**config.mk**
```make
export PLATFORM = sky130hd
export DESIGN_NAME = rx_buffer
export DESIGN_NICKNAME = d
export VERILOG_FILES = /design/src/rtl/rx_buffer.sv
export SDC_FILE = /design/constraint.sdc
export NUM_CORES = 1
export LEC_CHECK = 0
export BUFFER_PORTS_ARGS = -buffer_cell sky130_fd_sc_hd__clkbuf_2
export CAP_MARGIN = 20
export CORE_ASPECT_RATIO = 0.8
export CORE_UTILIZATION = 65
export CTS_BUF_LIST = sky130_fd_sc_hd__clkbuf_4
export CTS_CLUSTER_SIZE = 14
export DETAILED_ROUTE_END_ITERATION = 10
export MAX_ROUTING_LAYER = met4
export PLACE_DENSITY = 0.84
export SYNTH_ARGS = -nofsm -noshare
export SYNTH_HDL_FRONTEND = slang
export SYNTH_SLANG_ARGS = --single-unit
```
**constraint.sdc**
```tcl
create_clock -name clk -period 8.6 [get_ports clk]
set_clock_uncertainty 0.15 [all_clocks]
set_input_delay 0 -clock clk [delete_from_list [all_inputs] [get_ports clk]]
set_output_delay 0 -clock clk [all_outputs]
set_load 0.005 [all_outputs]
```
**src/rtl/rx_buffer.sv**
```systemverilog
// UART receive buffer: two-state capture FSM feeding a first-word fall-through FIFO
// with sticky overflow. Define RX_BUFFER_DROP_ERR_EN to discard errored bytes instead of storing them.
module rx_buffer #(
  parameter int DEPTH = 16
) (
  input  logic                     clk,
  input  logic                     rst,
  input  logic [7:0]               rx_data,
  input  logic                     rx_strobe,
  input  logic                     rx_error,
  input  logic                     rd_en,
  input  logic                     clr_overflow,
  output logic [7:0]               rd_data,
  output logic                     rd_err,
  output logic                     empty,
  output logic                     full,
  output logic [$clog2(DEPTH):0]   count,
  output logic                     overflow
);

  localparam int DATA_W = 8;
  localparam int AW     = $clog2(DEPTH);
`ifdef RX_BUFFER_DROP_ERR_EN
  localparam int ENT_W  = DATA_W;
`else
  localparam int ENT_W  = DATA_W + 1;
`endif

  localparam logic [AW-1:0] PTR_ONE = 1;
  localparam logic [AW:0]   CNT_ONE = 1;
  localparam logic [AW:0]   CNT_MAX = DEPTH[AW:0];

  typedef enum logic {
    S_IDLE = 1'b0,
    S_PEND = 1'b1
  } state_t;

  state_t            r_state;
  state_t            w_state_nxt;
  logic              w_load;
  logic              w_commit_req;
  logic              w_strobe_lost;

  logic [DATA_W-1:0] r_hold;
  logic [ENT_W-1:0]  r_mem [DEPTH];
  logic [AW-1:0]     r_wptr;
  logic [AW-1:0]     r_rptr;
  logic [AW:0]       r_count;
  logic              r_overflow;

  logic              w_empty;
  logic              w_full;
  logic              w_keep;
  logic              w_pop;
  logic              w_wr;
  logic              w_full_drop;
  logic              w_ovf_set;
  logic [ENT_W-1:0]  w_entry;
  logic [ENT_W-1:0]  w_head;

  // ---- capture FSM ----
  always_ff @(posedge clk or posedge rst) begin
    if (rst) begin
      r_state <= S_IDLE;
    end else begin
      r_state <= w_state_nxt;
    end
  end

  always_comb begin
    w_state_nxt   = r_state;
    w_load        = 1'b0;
    w_commit_req  = 1'b0;
    w_strobe_lost = 1'b0;
    case (r_state)
      S_IDLE: begin
        if (rx_strobe) begin
          w_load      = 1'b1;
          w_state_nxt = S_PEND;
        end
      end
      S_PEND: begin
        // The error flag arrives one cycle behind the byte, so commit happens here.
        w_commit_req  = 1'b1;
        w_strobe_lost = rx_strobe;
        w_state_nxt   = S_IDLE;
      end
      default: w_state_nxt = S_IDLE;
    endcase
  end

  // Holding register carries no reset; its contents only matter in PEND.
  always_ff @(posedge clk) begin
    if (w_load) begin
      r_hold <= rx_data;
    end
  end

  // ---- FIFO write/pop decision ----
`ifdef RX_BUFFER_DROP_ERR_EN
  assign w_keep  = ~rx_error;
  assign w_entry = r_hold;
`else
  assign w_keep  = 1'b1;
  assign w_entry = {rx_error, r_hold};
`endif

  assign w_empty     = (r_count == '0);
  assign w_full      = (r_count == CNT_MAX);
  assign w_pop       = rd_en & ~w_empty;
  assign w_wr        = w_commit_req & w_keep & (~w_full | w_pop);
  assign w_full_drop = w_commit_req & w_keep & w_full & ~w_pop;
  assign w_ovf_set   = w_full_drop | w_strobe_lost;

  always_ff @(posedge clk) begin
    if (w_wr) begin
      r_mem[r_wptr] <= w_entry;
    end
  end

  // ---- pointers, occupancy, sticky overflow ----
  always_ff @(posedge clk or posedge rst) begin
    if (rst) begin
      r_wptr     <= '0;
      r_rptr     <= '0;
      r_count    <= '0;
      r_overflow <= 1'b0;
    end else begin
      if (w_wr) begin
        r_wptr <= r_wptr + PTR_ONE;
      end
      if (w_pop) begin
        r_rptr <= r_rptr + PTR_ONE;
      end
      case ({w_wr, w_pop})
        2'b10:   r_count <= r_count + CNT_ONE;
        2'b01:   r_count <= r_count - CNT_ONE;
        default: r_count <= r_count;
      endcase
      if (w_ovf_set) begin
        r_overflow <= 1'b1;
      end else if (clr_overflow) begin
        r_overflow <= 1'b0;
      end
    end
  end

  // ---- outputs ----
  assign w_head   = r_mem[r_rptr];
  assign rd_data  = w_head[DATA_W-1:0];
`ifdef RX_BUFFER_DROP_ERR_EN
  assign rd_err   = 1'b0;
`else
  assign rd_err   = w_head[DATA_W];
`endif
  assign empty    = w_empty;
  assign full     = w_full;
  assign count    = r_count;
  assign overflow = r_overflow;

endmodule

```
* Word-level counts from Yosys, hierarchy flattened
Memory sizes are Yosys's and may differ from the RTL's.
Index checks and enable logic that the tools add are counted.
** Operators by class
- Add/sub/neg operators :: 4
- Multiply operators :: 0
- Div/mod/pow operators :: 0
- Magnitude comparators :: 0
- Equality and inequality tests :: 3
- Shift operators :: 0
- Mux-type cells :: 10
- Bitwise operators :: 10
- Reduce and logical (&&, ||, !) cells :: 3
** Operator list (count)
- one-hot mux 5 bit (2 select lines) :: 1
- adder 4 x 1 -> 4 bit, second input constant :: 2
- two-way mux 1 bit :: 8
- adder 5 x 1 -> 5 bit, second input constant :: 1
- equality test 5 bit, second input constant :: 1
- zero test 5 bit :: 1
- subtractor 5 x 1 -> 5 bit, second input constant :: 1
- AND 1 bit :: 4
- inverter 1 bit :: 4
- nonzero test 2 bit :: 2
- equality test 2 x 1 -> 1 bit, second input constant :: 1
- equality test 2 bit, second input constant :: 1
- bitwise OR 1 bit :: 2
- one-hot mux 1 bit (2 select lines) :: 1
** Storage, ports and cells
- Flip-flop bits (word level) :: 23
- Latch bits :: 0
- RAM bits :: 144
- Bits in read-only memories :: 0
- Input bits :: 14
- Memories kept :: 1
** Memory list
- r_mem :: depth 16, bits a word 9, read ports 1, clocked after memory_dff 0, wr ports 1, line 45 : logic [ENT_W-1:0] r_mem [DEPTH];

* Logic depth before layout (Yosys ltp)
- Depth in word-level cells :: 7
- Gate-level depth with buffers :: 12
- Mapped depth without buffers :: 10

* Worst setup path before layout
OpenSTA, ideal clock, no wires.
- Kind :: register -> register
- Start :: reg r_count[2], in the netlist count[2]
- End :: reg r_count[4], in the netlist count[4]
- Data arrival time :: 2675 ps
- Data required time :: 8313 ps
- Slack :: 5639 ps
- Cell stages (with the launch flop) :: 12
- Path buffers :: 2
- Clock period less this slack :: 2961 ps
- Path through :: dfrtp_1 > buf_6 > or4_4 > o21a_4 > ha_1 > clkbuf_1 > xor2_1 > ha_1 > or2_2 > a31oi_1 > o32ai_1 > xor2_1
** Between the ends
- Longest elaborated chain between the ends :: 7
** RTL lines
- start, declared :: line 48 : logic [AW:0] r_count;
- start signal, assigned :: line 136 : 2'b10: r_count <= r_count + CNT_ONE;
- start signal, assigned :: line 137 : 2'b01: r_count <= r_count - CNT_ONE;
- start signal, assigned :: line 138 : default: r_count <= r_count;
- zero test 5 bit (*) :: line 108 : assign w_empty = (r_count == '0);
- inverter 1 bit (*) :: line 110 : assign w_pop = rd_en & ~w_empty;
- AND 1 bit (*) :: line 110
- net w_pop :: line 54 : logic w_pop;
- bitwise OR 1 bit :: line 111 : assign w_wr = w_commit_req & w_keep & (~w_full | w_pop);
- AND 1 bit :: line 111
- equality test 2 x 1 -> 1 bit / equality test 2 bit (equally long branches) :: line 135 : case ({w_wr, w_pop})
- one-hot mux 5 bit (2 select lines) / nonzero test 2 bit (equally long branches)
The timed path passes the listed nets; every way through them passes the cells marked *.
A chain may end at the register's enable or synchronous reset.

* Worst setup path in the final report
- Start :: reg r_count[2], in the netlist count[2]
- End :: reg r_count[4], in the netlist count[4]
** Between the ends
- Longest elaborated chain between the ends :: 7
** RTL lines (line)
- zero test 5 bit :: 108
- inverter 1 bit :: 110
- AND 1 bit :: 110
- bitwise OR 1 bit :: 111
- AND 1 bit :: 111
- equality test 2 x 1 -> 1 bit / equality test 2 bit (equally long branches) :: 135
- one-hot mux 5 bit (2 select lines) / nonzero test 2 bit (equally long branches)
Parallel ways exist; a longest one is shown, timed or not.

==> metrics.txt <==
crit path kind register to register; TritonCTS Buffers 17; Congestion Overflow GR 0; 1st-iter DRT viols 288; Root Driver clkbuf_4; cell area after synthesis 6610 sq um; vias in the first global route 3,393; Final ANT Viol Nets 0; Syn-to-layout area delta 12.1%; endpoints failing setup 0; Core Area 9770 sq um; Synth async-reset ratio 8.98%; DIE AREA 10,600 sq um; crit path capture type register; cells along the critical path nor4_1 -> nand3b_1 -> nand2_1 -> ha_1 -> xor2_1 -> ha_1 -> or2_2 -> a31oi_1 -> o32ai_1 -> xor2_1; area occupied by multi-input gates 1580 sq um; R2R setup slack 5.49 ns; die height 92.2 um; fin nets 408; Post-CTS Setup Inserts 0; synthesized instance count 329; Place WS 5.60 ns; Synth Net Count 352; top-count cell post-synth edfxtp_1; clock sinks 167; Design Power 2.21 mW; Clock Path Buffers 2; Slew @ Worst Pin 0.863 ns; CP max FO 10; Placed Cells 481; Cell Rows 32; starting density of the core 67.7%; largest net degree at the start of global routing 40; #FFs+latches synth 167; routability cong. 0.813; P_leak 2.55 nW; Power Dens Cells 298 nW/um^2; fin crit share 36.1%; Sequential Area 4940 sq um; Resize count post-CTS 0; warning count from the yosys run 0; Hold-fix buffers, CTS 20; DR vias 3,326; Synth cell types 37; global-route wire length before repair 19,700 um; CTS tree done; drt first pass iters 5; placed wire-length estimate 7600 um; top post-synthesis cells by count edfxtp_1, mux4_2, a22oi_1; Fillers 546; Setup Total Neg Slack 0 ns; IO Pins 31; initial antenna violation count 0; CP max stage delay 0.51 ns; DR vias/cell 6.23; fraction of layout cells with a size suffix above 1 26.6%; final worst setup slack 5.49 ns; Final Util 75.9%; WP data required 8.88 ns; slowest stage cell on the critical path dfrtp_1; total global-route track usage 28.1%; Synth top area share 69.0%; critical path arrival 3.39 ns; Final Slew Violations 0; clk_lat worst skew 0.55 ns; max cap viols 0; average cell area after synthesis 20.1 sq um; diode count 0; Startpoint Class register; RSZ-0062 raised after global routing no; Top FF cell, synth edfxtp_1; sequential cell area fraction in the yosys report 74.7%; main area contributors after synthesis edfxtp_1, mux4_2, dfrtp_1, a22oi_1, ha_1; H-tree levels 4; wire per inst 24.2 um; final wirelength 12,900 um; Fmax achieved 0.322 GHz; Port Buffers 30; clock slew at reported path FFs 0.14 ns; Die Wd 115 um; Max-slew headroom 42.3%; Final Non-Filler Cells 534; post-synth top area cell edfxtp_1; fin crit period 3.11 ns; Hold WC Path Type input port to register; Post-route DRC 0; run status finished clean; peak supply drop 0.222 mV; Fin. Hold Viols 0; EDFF count, synth 152
==> final timing paths <==
kind | startpoint | to | depth (start not counted)
worst max register to register | count[2] | count[4] | 10
max in group asynchronous | rst | r_rptr[0] | 4
worst min register to register | r_wptr[2] | r_wptr[2] | 1
worst max-delay path | count[2] | count[4] | 10
worst min-delay path | rx_data[0] | r_hold[0] | 2
min in group asynchronous | rst | count[1] | 4
==> sequential cells by signal, summed over array words and instances (netlist names) <==
name and cells:
r_mem 144, r_hold 8, count 5, r_rptr 4, r_wptr 4, overflow 1, r_state 1
==> power breakdown <==
part	total (mW)	internal, mW	leakage [nW]	switching [mW]
clock	0.504	0.232	0.160	0.272
sequential	1.04	0.969	1.55	0.0689
combinational	0.669	0.319	0.836	0.350
total	2.21	1.52	2.55	0.691
==> cells by family after synthesis <==
logic type,share of synthesized area (%)
compound gates,2.99
xor+xnor,1.59
fa+ha+maj,1.70
buf+inv,1.38
flops,74.7
mux,12.8
simple gates,4.82
==> cells in the final DEF, fill, tap and decap left out, types with 2 or more instances in the layout <==
master / Yosys / routed
clkinv_1: 0 / 2
clkbuf_4: 0 / 17
nand4_1: 3 / 3
nor2b_1: 4 / 4
clkinv_4: 0 / 2
mux4_2: 36 / 36
nand3_1: 2 / 2
dfrtp_1: 15 / 14
o21ai_0: 4 / 4
and2_1: 3 / 3
nand2_1: 14 / 14
and3_1: 16 / 16
edfxtp_1: 152 / 152
ha_1: 9 / 9
buf_4: 1 / 2
bufinv_16: 0 / 4
nor2_1: 4 / 4
clkbuf_2: 0 / 30
a22oi_1: 18 / 18
dlygate4sd3_1: 0 / 21
xor2_1: 5 / 5
xnor2_1: 7 / 7
inv_1: 4 / 4
mux2_2: 2 / 2
clkinvlp_4: 0 / 4
inv_6: 0 / 3
==> area by class of cell <==
type / count / area share [%]
Sequential cell: 167 / 66.6
Multi-Input combinational cell: 142 / 21.4
Timing Repair Buffer: 53 / 5.06
Clock inverter: 15 / 2.72
Tap cell: 136 / 2.30
Clock buffer: 17 / 1.72
Inverter: 4 / 0.203
==> worst max-delay path, delay by kind of cell, from the launching register on <==
kind	cells	cell delay, ns
and+or+nand+nor	4	1.18
xor gates and xnor gates	2	0.27
DFF	1	0.51
AOI/OAI and AO/OA	2	0.27
adders and majority gates	2	0.60
==> through the flow <==
stage	hold WS [ns]	instance area (sq um)
detailed placement	-0.0723	6870
global route	0.0119	7410
finish	0.0640	7410
CTS	0.000961	7400
floorplan	-0.249	6610
global placement	-0.0874	6870
==> metal layers <==
layer | vias to the layer above | track usage, % | wire, um
met3 | 20 | 6.81 | 945
li1 | 1454 | - | -
met2 | 161 | 43.0 | 6450
met5 | - | - | 0
met4 | 0 | 9.20 | 261
met1 | 1691 | 38.1 | 5260
Power figures use the tool's default switching activity.
